File: config.mk
export PLATFORM = sky130hd
export DESIGN_NAME = cgra_col_mem_arbiter
export DESIGN_NICKNAME = d
export VERILOG_FILES = /design/src/rtl/cgra_col_mem_arbiter.sv
export SDC_FILE = /design/constraint.sdc
export NUM_CORES = 1
export LEC_CHECK = 0
export CAP_MARGIN = 0
export CORE_AREA = 3 3 196 198
export CTS_CLUSTER_DIAMETER = 60
export DETAILED_ROUTE_END_ITERATION = 10
export DIE_AREA = 0 0 199 201
export GPL_TIMING_DRIVEN = 0
export MAX_ROUTING_LAYER = met4
export PLACE_DENSITY_LB_ADDON = 0.1
export SETUP_SLACK_MARGIN = 0.1
export SYNTH_ARGS = -nofsm -noshare
export SYNTH_HDL_FRONTEND = slang
export SYNTH_SLANG_ARGS = --single-unit
File: constraint.sdc
create_clock -name clk_i -period 2.68 [get_ports clk_i]
set_input_delay 0.536 -clock clk_i [delete_from_list [all_inputs] [get_ports clk_i]]
set_output_delay 0.536 -clock clk_i [all_outputs]
set_load 0.03 [all_outputs]
File: src/rtl/cgra_col_mem_arbiter.sv
// Per-column memory-port arbiter: muxes cell load/stores onto one port and routes read data
// back through an in-order ID FIFO. Define CGRA_ARB_ROUND_ROBIN_EN for round-robin selection.
module cgra_col_mem_arbiter #(
  parameter int unsigned N_REQ     = 4,
  parameter int unsigned DP_WIDTH  = 32,
  parameter int unsigned MAX_OUTST = 2
) (
  input  logic                               clk_i,
  input  logic                               rst_ni,
  input  logic                               pc_en_i,
  input  logic [N_REQ-1:0]                   req_i,
  input  logic [N_REQ-1:0]                   wen_i,
  input  logic [N_REQ-1:0]                   ind_i,
  input  logic [N_REQ-1:0][DP_WIDTH-1:0]     add_i,
  input  logic [N_REQ-1:0][DP_WIDTH-1:0]     wdata_i,
  output logic                               data_req_o,
  output logic                               data_wen_o,
  output logic                               data_ind_o,
  output logic [DP_WIDTH-1:0]                data_add_o,
  output logic [DP_WIDTH-1:0]                data_wdata_o,
  input  logic                               data_gnt_i,
  input  logic                               data_rvalid_i,
  input  logic [DP_WIDTH-1:0]                data_rdata_i,
  output logic [N_REQ-1:0]                   gnt_o,
  output logic [N_REQ-1:0]                   rvalid_o,
  output logic [N_REQ-1:0][DP_WIDTH-1:0]     rdata_q_o,
  output logic [N_REQ-1:0]                   done_o,
  output logic                               stall_o,
  output logic                               spurious_o
);

  localparam int unsigned IdW  = (N_REQ > 1) ? $clog2(N_REQ) : 1;
  localparam int unsigned PtrW = (MAX_OUTST > 1) ? $clog2(MAX_OUTST) : 1;
  localparam int unsigned CntW = $clog2(MAX_OUTST + 1);

  logic [N_REQ-1:0]               gs_q, gs_d, done_q, done_d, act;
  logic [IdW-1:0]                 win, head;
  logic                           any_act, fifo_full, fifo_empty, grant, push, pop;
  logic [IdW-1:0]                 fifo_q [MAX_OUTST];
  logic [PtrW-1:0]                wr_ptr_q, rd_ptr_q;
  logic [CntW-1:0]                cnt_q;
  logic [N_REQ-1:0][DP_WIDTH-1:0] rdata_q;
  logic                           spurious_q;

  function automatic logic [PtrW-1:0] ptr_inc(input logic [PtrW-1:0] p);
    return (p == PtrW'(MAX_OUTST - 1)) ? '0 : p + 1'b1;
  endfunction

  assign act = req_i & ~gs_q;

`ifdef CGRA_ARB_ROUND_ROBIN_EN
  logic [IdW-1:0] rr_ptr_q;

  // Scan downward so the last hit is the first active cell at or after rr_ptr_q.
  always_comb begin
    int unsigned    s;
    logic [IdW-1:0] idx;
    win     = '0;
    any_act = 1'b0;
    s       = 0;
    idx     = '0;
    for (int k = N_REQ - 1; k >= 0; k--) begin
      s = 32'(rr_ptr_q) + 32'(k);
      if (s >= N_REQ) s = s - N_REQ;
      idx = IdW'(s);
      if (act[idx]) begin
        win     = idx;
        any_act = 1'b1;
      end
    end
  end

  always_ff @(posedge clk_i or negedge rst_ni) begin
    if (!rst_ni) begin
      rr_ptr_q <= '0;
    end else if (grant) begin
      rr_ptr_q <= (win == IdW'(N_REQ - 1)) ? '0 : win + 1'b1;
    end
  end
`else
  always_comb begin
    win     = '0;
    any_act = 1'b0;
    for (int k = N_REQ - 1; k >= 0; k--) begin
      if (act[k]) begin
        win     = IdW'(k);
        any_act = 1'b1;
      end
    end
  end
`endif

  assign fifo_full  = (cnt_q == CntW'(MAX_OUTST));
  assign fifo_empty = (cnt_q == '0);
  assign head       = fifo_q[rd_ptr_q];

  // Reads are held back while the ID FIFO is full; writes may still go out.
  assign data_req_o   = rst_ni & any_act & ~(fifo_full & wen_i[win]);
  assign data_wen_o   = any_act & wen_i[win];
  assign data_ind_o   = any_act & ind_i[win];
  assign data_add_o   = any_act ? add_i[win] : '0;
  assign data_wdata_o = (any_act & ~wen_i[win]) ? wdata_i[win] : '0;

  assign grant    = data_req_o & data_gnt_i;
  assign push     = grant & wen_i[win];
  assign pop      = rst_ni & data_rvalid_i & ~fifo_empty;
  assign gnt_o    = grant ? (N_REQ'(1) << win) : '0;
  assign rvalid_o = pop ? (N_REQ'(1) << head) : '0;

  always_comb begin
    gs_d   = gs_q | gnt_o;
    done_d = done_q | (gnt_o & ~wen_i) | rvalid_o;
    if (pc_en_i) begin
      gs_d   = '0;
      done_d = '0;
    end
  end

  always_ff @(posedge clk_i or negedge rst_ni) begin
    if (!rst_ni) begin
      gs_q       <= '0;
      done_q     <= '0;
      wr_ptr_q   <= '0;
      rd_ptr_q   <= '0;
      cnt_q      <= '0;
      rdata_q    <= '0;
      spurious_q <= 1'b0;
    end else begin
      gs_q   <= gs_d;
      done_q <= done_d;
      if (push) wr_ptr_q <= ptr_inc(wr_ptr_q);
      if (pop) begin
        rd_ptr_q      <= ptr_inc(rd_ptr_q);
        rdata_q[head] <= data_rdata_i;
      end
      if (push && !pop) begin
        cnt_q <= cnt_q + 1'b1;
      end else if (pop && !push) begin
        cnt_q <= cnt_q - 1'b1;
      end
      if (data_rvalid_i && fifo_empty) spurious_q <= 1'b1;
    end
  end

  // ID storage needs no reset; only entries between the pointers are ever read.
  always_ff @(posedge clk_i) begin
    if (push) fifo_q[wr_ptr_q] <= win;
  end

  assign rdata_q_o  = rdata_q;
  assign done_o     = done_q;
  assign stall_o    = |(req_i & ~done_q);
  assign spurious_o = spurious_q;

endmodule

==> flow_summary.json <==
{
  "die_h_um": 201,
  "setup_viol": 67,
  "r2r_cells": 9,
  "startpoint_type": "register",
  "cts_tree": "built",
  "cts_buffers": 17,
  "grt_max_degree": 41,
  "ir_drop_uv": 430.7,
  "power_mw": 13.86,
  "tightestPinTransition_ns": 0.5737,
  "slew_headroom_pct": 61.76,
  "period_needed_ns": 2.923,
  "ioPinCount": 514,
  "yosysWarningCount": 0,
  "row_count": 70,
  "dieArea_mm2": 0.04000,
  "status": "finished, violations left",
  "first_global_vias": 8573,
  "drt-total-wl_mm": 42.09,
  "hold_viol": 0,
  "critPathRequiredTime_ns": 2.14,
  "ys_ff_latch": 145,
  "layout.nets": 1567,
  "area_growth_pct": 110.2,
  "core_mm2": 0.03670,
  "hp-class": "primary input to asynchronous set/reset pin",
  "viasPerCell": 4.715,
  "drtPass1Iterations": 7,
  "end_kind": "primary output",
  "ant_nets": 0,
  "place.gp.congestion": 0.8708,
  "worstSetupPathType": "register to primary output",
  "min_period_over_period_pct": 109.1,
  "final_util_pct": 43.20,
  "fmax_mhz": 342.1,
  "synth.distinct_cells": 49,
  "layout-drive-gt1-share_pct": 37.44,
  "synth_nets": 960,
  "postSynthAreaPerCell_um2": 11.53,
  "drc": 0,
  "wl_per_cell_um": 24.11,
  "hpwl_mm": 32.39,
  "rsz0062_at_grt": "yes",
  "slew_violations": 0,
  "cts_root_buffer": "clkbuf_16",
  "vias": 8232,
  "synth-async-reset-ratio_pct": 97.24,
  "grt_use_total_pct": 20.59,
  "die_w_um": 199,
  "clockBufferDepth": 2,
  "drtIter0Drc": 425,
  "violations": "setup timing",
  "postSynthCellCount": 654,
  "clk_pin_slew_ns": 0.06,
  "cap_violations": 0,
  "synth_ff_type": "dfrtp_1",
  "place_worst_setup_slack_ns": -1.718,
  "grt_pass1_wl_mm": 58.71,
  "grt_antenna_before_repair": 4,
  "grt-ovfl-total": 0,
  "synth_edf_count": 4,
  "clk_latency_ns": 0.42,
  "cp_max_fo": 6,
  "synth_area_mm2": 0.007542,
  "fin_ws_ns": -0.2433,
  "h-tree-depth": 4,
  "arrival_ns": 2.39,
  "finalClockSkew_ns": 0.01261,
  "synth_seq_area_share_pct": 48.37,
  "initial_utilization_pct": 20.55,
  "p_leak_nw": 6.461,
  "portBuffers": 512,
  "cts_sinks": 145,
  "power_density_mw_per_mm2": 874.1
}
==> per-stage QoR <==
stage / hold WS (ns) / cells / TNS, ns / cell area [µm²]
floorplan: 0.2404 / 654 / 0 / 7657
global placement: 0.4435 / 1634 / -1810.36 / 13370
detailed placement: 0.4633 / 1635 / -169.07 / 13400
CTS: 0.05425 / 1712 / -6.915 / 15140
global route: 0.05764 / 1746 / -14.03 / 15850
finish: 0.06801 / 1746 / -8.161 / 15850
==> layer usage <==
metal  GRT usage (%)  part of all wire (%)
met1           23.02                    38
met5               -                     0
met4           6.601                   2.6
met2           35.63                    52
met3           5.488                   6.9
==> cell type report <==
class | count | area, µm²
flip-flops and latches | 145 | 3649
diodes | 4 | 10.01
plain buffers | 59 | 658.1
repair buffers | 588 | 6067
inverters | 8 | 30.03
clock inverters | 14 | 176.4
multi-input cells | 442 | 4239
well taps | 468 | 585.6
clock buffers | 18 | 439.2
fillers | 3514 | 20840
==> state kept, by name (all words and copies together), names as in the netlist <==
signal and count:
rd_ptr_q 1, rdata_q_o 128, fifo_q 4, done_o 4, spurious_o 1, gs_q 4
cnt_q 2, wr_ptr_q 1
==> power by group <==
part           internal (mW)  total (mW)  leakage (nW)  switching [mW]
sequential              3.20        3.69          1.75           0.490
clock                   1.50        2.48         0.298           0.975
combinational           3.62        7.69          4.41            4.06
total                   8.33        13.9          6.46            5.53
==> worst paths after layout <==
path / startpoint / end / slack (ns)
hold / removal: rst_ni / rdata_q_o[21] / 0.07
hold reg to reg: spurious_o / spurious_o / 0.47
setup reg to reg: gs_q[3] / cnt_q[1] / 0.35
max in group asynchronous: rst_ni / cnt_q[0] / 2.25
setup / recovery: gs_q[2] / data_add_o[4] / -0.24
min in group clk_i: spurious_o / spurious_o / 0.47
==> placed cells by master, fill, tap and decap left out, types with 5 or more instances in the layout <==
cell type and instances:
clkbuf_16 25, nand2b_1 6, dfrtp_1 141, buf_4 67
buf_2 12, a22oi_2 29, clkdlybuf4s50_1 432, buf_8 10
inv_6 5, buf_6 79, nand2_1 37, a22o_1 63
mux2_2 128, clkbuf_4 5, nor2_2 10, nor2_1 30
a22oi_1 9, inv_1 8, clkbuf_2 5, buf_12 15
a21oi_4 19, a222oi_1 28, a21oi_2 19
==> synth_stat cells (3+ instances only) <==
library cell	instances	share of area, %
a31oi_1	4	0.33
buf_4	4	0.40
xor2_1	3	0.35
nor3b_1	3	0.30
buf_2	33	2.2
a22oi_1	38	3.8
a21o_1	3	0.30
nor3_1	6	0.40
nand2b_1	6	0.50
dfrtp_1	141	47
edfxtp_1	4	1.6
clkbuf_1	19	0.95
inv_1	8	0.40
a22o_1	65	7.5
nor2_1	42	2.1
mux2_2	128	19
a222oi_1	28	3.7
a21oi_1	39	2.6
nand2_1	41	2.0
==> cells by family (layout without fill, tap and decap cells) <==
logic type / Yosys count / in the layout / synth area share [%]
simple gates: 115 / 115 / 7.366
other cells: 0 / 4 / 0
mux: 128 / 128 / 19.11
fa+ha+maj: 1 / 1 / 0.1659
compound gates: 193 / 193 / 20.22
xor+xnor: 5 / 5 / 0.5807
flops: 145 / 145 / 48.37
buf+inv: 67 / 687 / 4.181
==> repair_timing <==
action                                 in CTS  in global routing
pin swaps                                  36                 67
cloned                                      7                  5
setup buffers                              37                 27
hold buffers                                1                  0
setup endpoints to repair                 166                 75
resized for setup                         621                126
endpoints found under the hold margin      32                  0
==> critical path: stages, from the launching register on <==
cell	delay [ns]
dfrtp_1	0.40
and2b_4	0.32
nor3_4	0.06
buf_6	0.15
buf_12	0.13
buf_4	0.13
a22o_1	0.19
a222oi_1	0.30
nor2_1	0.09
buf_4	0.19
(Power assumes the default switching activity.)
